<file path="config.mk">
export PLATFORM = sky130hd
export DESIGN_NAME = float_mul_arbiter
export DESIGN_NICKNAME = d
export VERILOG_FILES = /design/src/rtl/float_mul_arbiter.sv
export SDC_FILE = /design/constraint.sdc
export NUM_CORES = 1
export LEC_CHECK = 0
export ABC_AREA = 1
export CAP_MARGIN = 20
export CORE_AREA = 2 2 128 130
export DETAILED_ROUTE_END_ITERATION = 10
export DIE_AREA = 0 0 130 132
export PLACE_DENSITY = 0.84
export SYNTH_ARGS = -nofsm -noshare
export SYNTH_HDL_FRONTEND = slang
export SYNTH_SLANG_ARGS = --single-unit
</file>
<file path="constraint.sdc">
create_clock -name clk -period 4.27 [get_ports clk]
set_input_delay 0.427 -clock clk [delete_from_list [all_inputs] [get_ports clk]]
set_output_delay 0.427 -clock clk [all_outputs]
set_load 0.01 [all_outputs]
</file>
<file path="src/rtl/float_mul_arbiter.sv">
// ---------------------------------------------------------------------------
// float_mul_arbiter
//
// Shares one multi-cycle float multiplier between NUM_REQ requesters. Only one
// transaction is in flight at a time. Requests are granted round-robin, the
// operands are latched and issued with a single load strobe, the multiplier's
// ready pulse is awaited under a watchdog, and the captured result is returned
// to the granted requester over a valid/ready handshake.
//
// Ports:
//   clk, reset               clock, synchronous active-high reset
//   req_valid / req_ready    per-requester request handshake (ready is a
//                            one-hot accept pulse, only in IDLE)
//   req_op_a / req_op_b      packed operand bundles, requester i at
//                            [i*OP_W +: OP_W]; bundle layout (MSB..LSB):
//                            {qNaN, sNaN, inf, zero, sgn, exp[9:0], man[23:0]}
//   rsp_valid / rsp_ready    per-requester result handshake (valid one-hot)
//   rsp_man/exp/sgn/round/sticky/iv   captured multiplier result
//   rsp_err                  result was produced by the watchdog (qNaN)
//   mul_load, mul_op_mul     multiplier strobes, high for the ISSUE cycle only
//   mul_op_a / mul_op_b      latched operands to the multiplier
//   mul_*_y, mul_round_bit, mul_sticky_bit, mul_IV, mul_ready
//                            multiplier result fields and done pulse
//   busy                     high whenever not IDLE
// ---------------------------------------------------------------------------
module float_mul_arbiter #(
  parameter int NUM_REQ = 2,
  parameter int OP_W    = 39,
  parameter int TIMEOUT = 15
) (
  input  logic                    clk,
  input  logic                    reset,
  input  logic [NUM_REQ-1:0]      req_valid,
  output logic [NUM_REQ-1:0]      req_ready,
  input  logic [NUM_REQ*OP_W-1:0] req_op_a,
  input  logic [NUM_REQ*OP_W-1:0] req_op_b,
  output logic [NUM_REQ-1:0]      rsp_valid,
  input  logic [NUM_REQ-1:0]      rsp_ready,
  output logic [23:0]             rsp_man,
  output logic [9:0]              rsp_exp,
  output logic                    rsp_sgn,
  output logic                    rsp_round,
  output logic                    rsp_sticky,
  output logic                    rsp_iv,
  output logic                    rsp_err,
  output logic                    mul_load,
  output logic                    mul_op_mul,
  output logic [OP_W-1:0]         mul_op_a,
  output logic [OP_W-1:0]         mul_op_b,
  input  logic [23:0]             mul_man_y,
  input  logic [9:0]              mul_exp_y,
  input  logic                    mul_sgn_y,
  input  logic                    mul_round_bit,
  input  logic                    mul_sticky_bit,
  input  logic                    mul_IV,
  input  logic                    mul_ready,
  output logic                    busy
);

  localparam int IDX_W  = (NUM_REQ > 1) ? $clog2(NUM_REQ) : 1;
  localparam int CAND_W = IDX_W + 1;
  localparam int CNT_W  = $clog2(TIMEOUT + 1);

  localparam logic [1:0] S_IDLE  = 2'd0;
  localparam logic [1:0] S_ISSUE = 2'd1;
  localparam logic [1:0] S_WAIT  = 2'd2;
  localparam logic [1:0] S_RESP  = 2'd3;

  // Canonical quiet NaN returned when the watchdog fires.
  localparam logic [23:0] QNAN_MAN = 24'hC00000;
  localparam logic [9:0]  QNAN_EXP = 10'h0FF;

  logic [1:0]        state;
  logic [IDX_W-1:0]  rr_ptr;
  logic [IDX_W-1:0]  grant_q;
  logic [OP_W-1:0]   op_a_q;
  logic [OP_W-1:0]   op_b_q;
  logic [CNT_W-1:0]  wd_cnt;
  logic [CNT_W-1:0]  wd_next;

  logic [23:0]       man_q;
  logic [9:0]        exp_q;
  logic              sgn_q;
  logic              round_q;
  logic              sticky_q;
  logic              iv_q;
  logic              err_q;

  logic              grant_found;
  logic [IDX_W-1:0]  grant_idx;
  logic [CAND_W-1:0] cand;

  // Round-robin search starting one past the last grant, wrapping modulo
  // NUM_REQ. The first valid requester found wins.
  // NOTE: combinational logic uses blocking '=' and assigns every output a
  // default first, so no path leaves a value unassigned and no latch appears.
  always_comb begin
    grant_found = 1'b0;
    grant_idx   = '0;
    cand        = '0;
    for (int i = 1; i <= NUM_REQ; i++) begin
      cand = {1'b0, rr_ptr} + CAND_W'(i);
      if (cand >= CAND_W'(NUM_REQ)) begin
        cand = cand - CAND_W'(NUM_REQ);
      end
      if (!grant_found && req_valid[cand[IDX_W-1:0]]) begin
        grant_found = 1'b1;
        grant_idx   = cand[IDX_W-1:0];
      end
    end
  end

  assign wd_next = wd_cnt + CNT_W'(1);

  // NOTE: sequential state updates use non-blocking '<=' so every register
  // samples pre-edge values regardless of statement order.
  always_ff @(posedge clk) begin
    if (reset) begin
      // NOTE: operand and result registers are reset too, because they drive
      // outputs directly and those must read 0 after reset.
      state    <= S_IDLE;
      rr_ptr   <= '0;
      grant_q  <= '0;
      op_a_q   <= '0;
      op_b_q   <= '0;
      wd_cnt   <= '0;
      man_q    <= '0;
      exp_q    <= '0;
      sgn_q    <= 1'b0;
      round_q  <= 1'b0;
      sticky_q <= 1'b0;
      iv_q     <= 1'b0;
      err_q    <= 1'b0;
    end else begin
      case (state)
        S_IDLE: begin
          if (grant_found) begin
            op_a_q  <= req_op_a[grant_idx*OP_W +: OP_W];
            op_b_q  <= req_op_b[grant_idx*OP_W +: OP_W];
            grant_q <= grant_idx;
            rr_ptr  <= grant_idx;
            state   <= S_ISSUE;
          end
        end
        S_ISSUE: begin
          wd_cnt <= '0;
          state  <= S_WAIT;
        end
        S_WAIT: begin
          if (mul_ready) begin
            man_q    <= mul_man_y;
            exp_q    <= mul_exp_y;
            sgn_q    <= mul_sgn_y;
            round_q  <= mul_round_bit;
            sticky_q <= mul_sticky_bit;
            iv_q     <= mul_IV;
            err_q    <= 1'b0;
            state    <= S_RESP;
          end else if (wd_next == CNT_W'(TIMEOUT)) begin
            // TIMEOUT cycles spent in WAIT without a ready pulse.
            man_q    <= QNAN_MAN;
            exp_q    <= QNAN_EXP;
            sgn_q    <= 1'b0;
            round_q  <= 1'b0;
            sticky_q <= 1'b0;
            iv_q     <= 1'b0;
            err_q    <= 1'b1;
            state    <= S_RESP;
          end else begin
            wd_cnt <= wd_next;
          end
        end
        S_RESP: begin
          // Only the granted line's rsp_ready can complete the handshake.
          if (rsp_ready[grant_q]) begin
            state <= S_IDLE;
          end
        end
        default: state <= S_IDLE;
      endcase
    end
  end

  assign req_ready  = (state == S_IDLE && grant_found) ?
                      (NUM_REQ'(1) << grant_idx) : '0;
  assign rsp_valid  = (state == S_RESP) ? (NUM_REQ'(1) << grant_q) : '0;

  assign mul_load   = (state == S_ISSUE);
  assign mul_op_mul = (state == S_ISSUE);
  assign mul_op_a   = op_a_q;
  assign mul_op_b   = op_b_q;

  assign rsp_man    = man_q;
  assign rsp_exp    = exp_q;
  assign rsp_sgn    = sgn_q;
  assign rsp_round  = round_q;
  assign rsp_sticky = sticky_q;
  assign rsp_iv     = iv_q;
  assign rsp_err    = err_q;

  assign busy       = (state != S_IDLE);

endmodule

</file>
Word level (Yosys, flattened, before mapping) --
Index checks and enable logic that the tools add are counted.
Word-level totals: register bits 124, bits in latches 0, memories 0, logic and storage cells 80, output and inout bits 124, input port bits 201, bits in writable memories 0, ROM bits 0
Cells by class: bitwise operators 0, divide/modulo/power cells 0, equality and inequality tests 9, $lt $le $gt $ge 5, shift operators 4, $add $sub $neg 5, $mul 1, reduce and logical (&&, ||, !) cells 11, multiplexer cells 33
Operator list (number):
- $shiftx A78 B8 Y39 | 2
- $mux W24 | 2
- $mux W10 | 2
- $mux W1 | 19
- $mux W2 | 6
- $mux W4 | 2
- $ne A2 B2 Y1 const B | 4
- $pmux W2 S4 | 1
- $pmux W4 S2 | 1
- $mul A1 B6 Y7 const B | 1
- $lt A1 B2 Y1 const B | 3
- $reduce_and A3 Y1 | 2
- $reduce_bool A2 Y1 | 3
- $add A4 B1 Y4 const B | 1
- $eq A2 B2 Y1 const B | 2
- $eq A4 B4 Y1 const B | 1
- $ge A2 B2 Y1 const B | 2
- $reduce_and A2 Y1 | 2
- $shl A1 B1 Y2 const A | 2
- $ne A3 B3 Y1 const B | 1
- $add A1 B1 Y2 const B | 1
- $add A1 B2 Y2 const B | 1
- $eq A2 B1 Y1 const B | 1
- $logic_and A1 B1 Y1 | 2
- other kinds (3) | 4

Logic depth before layout (Yosys ltp) --
Gate-level depths: netlist of run 1.
depth after elaboration 11, gate-level depth with buffers 11, mapped depth without buffers 11

Worst setup path before layout of run 1 --
Ideal clock, no wire load.
path kind reg2out, start point register state[0], end point output port req_ready[0], required time 3.843 ns, stages on the path, launching flop included 8, data arrival time 1.079 ns, slack 2.764 ns, buffers on the path 1, path through dfxtp_1 -> inv_1 -> ha_1 -> o21ai_2 -> inv_2 -> nand2_1 -> inv_2 -> buf_2
Between the ends: word-level cells in the longest chain between the ends 3
Ends and longest elaborated chain:
- from (decl) | RTL line 73 | logic [1:0] state;
- from (signal assigned) | RTL line 121 | state <= S_IDLE;
- from (signal assigned) | RTL line 142 | state <= S_ISSUE;
- from (signal assigned) | RTL line 147 | state <= S_WAIT;
- $logic_not A2 Y1 | RTL line 184 | assign req_ready = (state == S_IDLE && grant_found) ?
- $logic_and A1 B1 Y1 | RTL line 184
- $mux W2 | RTL line 184
- to (decl) | RTL line 34 | output logic [NUM_REQ-1:0] req_ready,
Every way passes these cells.

Worst setup path in the final report of run 1 --
start point register state[0], end point output port req_ready[1]
Same word-level chain as after synthesis.

==> impl_metrics.toml, run 1 <==
[yosys]
syn-mean-instance-area_sq_um = 7.28
synth_cell_types = 20
synth_nets = 901
synth_top_flop_cell = "dfxtp_1"
synthTopCellsByArea = "dfxtp_1, nand2_1, a31oi_1"
async_flop_share_pct = 0
synth_area_sq_um = 5050
synthTopCellsByCount = "nand2_1, dfxtp_1, a31oi_1"
synth_seq_cells = 124
synth_warnings = 0
synth_area_leader_cell = "dfxtp_1"
ys_seq_area_share_pct = 49.2
syn_inst = 693
synth.top_cell.area_share_pct = 49.2
yosysMostFrequentCell = "nand2_1"
synth_edf_count = 0

[route]
highest_layer = "met5"
num_vias = 5860
drc_errors = 0
antenna_left = 0
drt_wl_total_microns = 18300
post_drt_wl_per_cell_microns = 15.0
via_per_inst = 4.81
wl_met1_microns = 6940
drt_first_iter_violations = 251
wl_met3_microns = 1800
route.met2.wl_microns = 9050
dr.pass1.iters = 6

[pwr]
powerDensity_nw_per_um2 = 540
power_leakage_nw = 3.37
ir_worst_vdd_mv = 0.395

[critical_path]
cp_slowest_cell = "clkdlybuf4s50_1"
required_ns = 3.84
critPathMaxFanout = 37
end_kind = "primary output"
start_kind = "flip-flop"
critPathKind = "flip-flop to primary output"
crit_chain = "inv_1, ha_1, nand3_1, inv_2, clkdlybuf4s50_1"
critPathTopFamily = "buffers and inverters"
critPathArrivalTime_ns = 2.46
path_buf_inv = 3
critPathMaxStageDelay_ns = 0.66

[timing]
hold_violations = 0
max_freq_mhz = 347
finalSetupViolCount = 0
report.final.slew_viol_count = 0
finalCritPeriodShare_pct = 67.5
worst_pin_slew_ns = 0.890
finClkSkew_ns = 0.0116
tns_ns = 0
relSlewSlack_pct = 40.6
rsz0062_at_grt = "no"
period_minus_slack_ns = 2.88

[floorplan]
fp.dieArea_sq_um = 17200
start_util_pct = 32.1
ios = 325
rows = 46
die_width_microns = 130
core_area_sq_um = 15700
die_h_microns = 132

[clock_network]
clockRootBuffer = "clkbuf_16"
clkTransAtPathRegs_ns = 0.05
numCtsBuffers = 17
cts_hold_buf = 0
h-tree-depth = 4
post_cts_buffers = 0
cts_tree = "yes"
cts_resized = 0
clock_path_buffers = 2
cts.sinks = 124
clkLatencyLatePin_ns = 0.41

[global_routing]
grt_start_max_net_pins = 80
grt_pass1_wl_microns = 28200
antenna_found_initial = 2
overflow = 0
grt_pass1_vias = 5633
grt_usage_pct = 20.9

[cells_and_area]
design_area_sq_um = 8990
drive_gt1_share_pct = 3.80
fin_nets = 1198
syn_to_final_growth_pct = 78.2

[outcome]
status = "completed"

[place]
place_area_sq_um = 8360
hpwl_microns = 12700
gp_congestion = 0.809
port_buffers = 324

[flow_run]
maxCapViolCount = 0

[hold_path]
worstHoldPathType = "flip-flop to flip-flop"
[layout by cell type, fill, tap and decap left out, types with 2 or more instances in the layout]
master / n
clkbuf_8: 2
clkbuf_16: 17
inv_2: 3
clkbuf_1: 3
nand4_1: 6
o21ai_0: 9
a31oi_1: 78
nor3_1: 3
clkinv_2: 3
o21ai_1: 2
nor2_1: 32
buf_4: 5
clkdlybuf4s50_1: 323
nand3_1: 32
nand2_1: 286
dfxtp_1: 124
bufinv_16: 5
a21oi_1: 33
ha_1: 7
inv_1: 25
[worst register-to-register path, cell delays in order, from the launching register on]
cell and delay (ns):
dfxtp_1 0.33, inv_1 0.12, ha_1 0.33, nand2_2 0.53
inv_1 0.89, nand2_1 0.14, a21oi_1 0.19
[registers in the layout, summed over array words and instances, names as in the netlist]
register / cells
grant_q: 1
mul_op_a: 39
mul_op_b: 39
rsp_err: 1
rsp_exp: 10
rsp_iv: 1
rsp_man: 24
rsp_round: 1
rsp_sgn: 1
rsp_sticky: 1
state: 2
wd_cnt: 4
[path summary, 6_finish.rpt]
kind                           startpoint                      end  slack [ns]  cells past startpoint
setup / recovery    state[0]$_SDFFE_PP0P_             req_ready[1]        1.39                      5
hold reg to reg   rsp_exp[2]$_SDFFE_PP0P_  rsp_exp[2]$_SDFFE_PP0P_        0.46                      2
setup reg to reg    state[0]$_SDFFE_PP0P_  rsp_man[8]$_SDFFE_PP0P_        1.67                      6
hold / removal    rsp_exp[2]$_SDFFE_PP0P_  rsp_exp[2]$_SDFFE_PP0P_        0.46                      2
[where the power goes]
| part | switching [mW] | internal, mW |
|---|---|---|
| clock network | 0.505 | 1.06 |
| registers | 0.137 | 1.41 |
| logic | 0.914 | 0.832 |
| total | 1.56 | 3.30 |
[routing by layer]
layer / track usage, % / vias to the layer above
met5: 0 / -
met4: 8.90 / 2
met3: 8.85 / 42
met2: 35.6 / 256
met1: 22.4 / 2690
li1: - / 2870
[logic make-up (layout without fill, tap and decap cells)]
family | after synthesis | after routing | share of synthesized area (%)
simple gates | 361 | 361 | 28.2
compound gates | 123 | 123 | 14.2
other cells | 0 | 1 | 0
flops | 124 | 124 | 49.2
buf+inv | 78 | 386 | 6.69
fa+ha+maj | 7 | 7 | 1.74
[through the flow]
stage	setup slack (ns)	utilization, %	power (mW)	cells	hold WS (ns)
6_report	1.39	57.2	4.85	1218	0.459
5_1_grt	1.21	57.2	5.12	1218	0.493
4_1_cts	1.32	57.2	4.91	1217	0.462
3_5_place_dp	1.47	53.2	3.32	1187	0.447
3_3_place_gp	1.52	53.2	3.30	1187	0.446
2_1_floorplan	2.76	-	2.42	693	0.467
[layout make-up]
class / count / area, sq um
fillers: 1414 / 6720
repair buffers: 328 / 3270
flip-flops and latches: 124 / 2480
multi-input cells: 491 / 2230
clock buffers: 22 / 464
well taps: 216 / 270
clock inverters: 8 / 165
inverters: 28 / 105
diodes: 1 / 2.50
No activity file was read; power rests on OpenSTA's default activity.
==> inputs of run 2 (changes only) <==
- CORE_AREA: 2 2 128 130 -> 2 2 127 129
- DIE_AREA: 0 0 130 132 -> 0 0 129 131
- PLACE_DENSITY: 0.84 -> 0.85
- clock period: 4.27 -> 2.7 ns (I/O delays scaled with it)
==> impl_metrics.toml, run 2 (same netlist as run 1, synthesis figures left out) <==
[critical_path]
cpMostUsedCell = "inv_2"
reg2reg_slack_ns = 0.71
crit_chain = "inv_1, ha_1, o21ai_4, inv_2, nand2_1, inv_2, clkdlybuf4s50_1"
critPathTopFamily = "buffers and inverters"
critPathMaxStageDelay_ns = 0.53
critPathMaxFanout = 4
required_ns = 2.43
start_kind = "flip-flop"
end_kind = "primary output"
critPathKind = "flip-flop to primary output"
critPathArrivalTime_ns = 2.00
path_buf_inv = 4
cp_slowest_cell = "clkdlybuf4s50_1"

[cells_and_area]
final_cell_mix = "clkdlybuf4s50_1, nand2_1, dfxtp_1, a31oi_1, a21oi_1"
syn_to_final_growth_pct = 78.5
final_common_cell = "clkdlybuf4s50_1"
drive_gt1_share_pct = 4.08
diodes = 0
fin_nets = 1201

[timing]
report.final.slew_viol_count = 0
rsz0062_at_grt = "no"
finClkSkew_ns = 0.00483
period_minus_slack_ns = 2.27
worst_pin_slew_ns = 0.701
hold_violations = 0
finalCritPeriodShare_pct = 83.9
max_freq_mhz = 441
finalSetupViolCount = 0
relSlewSlack_pct = 53.2
tns_ns = 0

[outcome]
status = "completed"

[pwr]
powerDensity_nw_per_um2 = 830
power_leakage_nw = 3.37
total_power_mw = 7.48
ir_worst_vdd_mv = 0.399

[floorplan]
die_h_microns = 131
ios = 325
fp.dieArea_sq_um = 16900
core_area_sq_um = 15600
die_width_microns = 129
rows = 46
start_util_pct = 32.4

[clock_network]
cts_tree = "yes"
cts_hold_buf = 0
clkLatencyLatePin_ns = 0.40
numCtsBuffers = 17
cts_resized = 0
clockRootBuffer = "clkbuf_16"
post_cts_buffers = 0
clkTransAtPathRegs_ns = 0.05
h-tree-depth = 4
cts.sinks = 124
clock_path_buffers = 2

[route]
drc_errors = 0
via_per_inst = 4.77
dr.pass1.iters = 5
antenna_left = 0
post_drt_wl_per_cell_microns = 14.5
drt_wl_total_microns = 17700
num_vias = 5829
drt_first_iter_violations = 209

[global_routing]
met2_usage_pct = 33.7
grt_pass1_vias = 5398
grt_busiest_layer = "met2"
overflow = 0
grt_pass1_wl_microns = 26600
grt_start_max_net_pins = 80
grtUsageMet1_pct = 23.1
antenna_found_initial = 0
grt_usage_pct = 19.8
grtUsageMet3_pct = 7.04

[flow_run]
maxCapViolCount = 0

[place]
gp_congestion = 0.852
hpwl_microns = 12000
port_buffers = 324

[hold_path]
worstHoldPathType = "input port to flip-flop"
==> run 2: stage by stage <==
| stage | util (%) | cell area (sq um) | cells | setup slack (ns) | hold WS (ns) |
|---|---|---|---|---|---|
| after global placement | 54.1 | 8440 | 1190 | 0.792 | 0.445 |
| after floorplan | - | 5050 | 693 | 1.24 | 0.417 |
| final | 57.8 | 9010 | 1222 | 0.433 | 0.409 |
| after global routing | 57.8 | 9010 | 1222 | 0.346 | 0.429 |
| after detailed placement | 54.1 | 8440 | 1190 | 0.759 | 0.454 |
| after CTS | 57.8 | 9010 | 1222 | 0.429 | 0.411 |
==> run 2: metal layers <==
layer	vias up	wire length [microns]
met4	0	316
met5	-	0
li1	2873	-
met1	2686	7210
met2	246	8670
met3	24	1540
==> run 2: worst register-to-register path, cell delays in order, from the launching register on <==
cell,delay (ns)
dfxtp_1,0.43
ha_1,0.23
nand2_1,0.07
nand2_1,0.10
nor2_1,0.08
nand3_2,0.07
buf_4,0.31
nand2_1,0.29
o21ai_0,0.24
inv_1,0.05
==> run 2: worst paths after layout <==
kind	startpoint	to	cells past startpoint
max reg2reg	wd_cnt[1]$_SDFFE_PP0P_	rsp_man[22]$_SDFFE_PP0P_	9
min	reset	rsp_man[1]$_SDFFE_PP0P_	2
max	state[1]$_SDFFE_PP0P_	req_ready[0]	7
min reg2reg	rsp_exp[2]$_SDFFE_PP0P_	rsp_exp[2]$_SDFFE_PP0P_	2
==> run 2: layout make-up <==
class | instances | area (sq um)
Clock buffer | 25 | 485
Sequential cell | 124 | 2480
Timing Repair Buffer | 331 | 3340
Multi-Input combinational cell | 491 | 2230
Clock inverter | 7 | 87.6
Inverter | 28 | 105
Tap cell | 216 | 270
Fill cell | 1375 | 6590
==> run 2: power by group <==
group	internal [mW]	switching, mW	leakage, nW
registers	2.23	0.219	1.02
logic	1.36	1.46	2.08
clock network	1.43	0.788	0.281
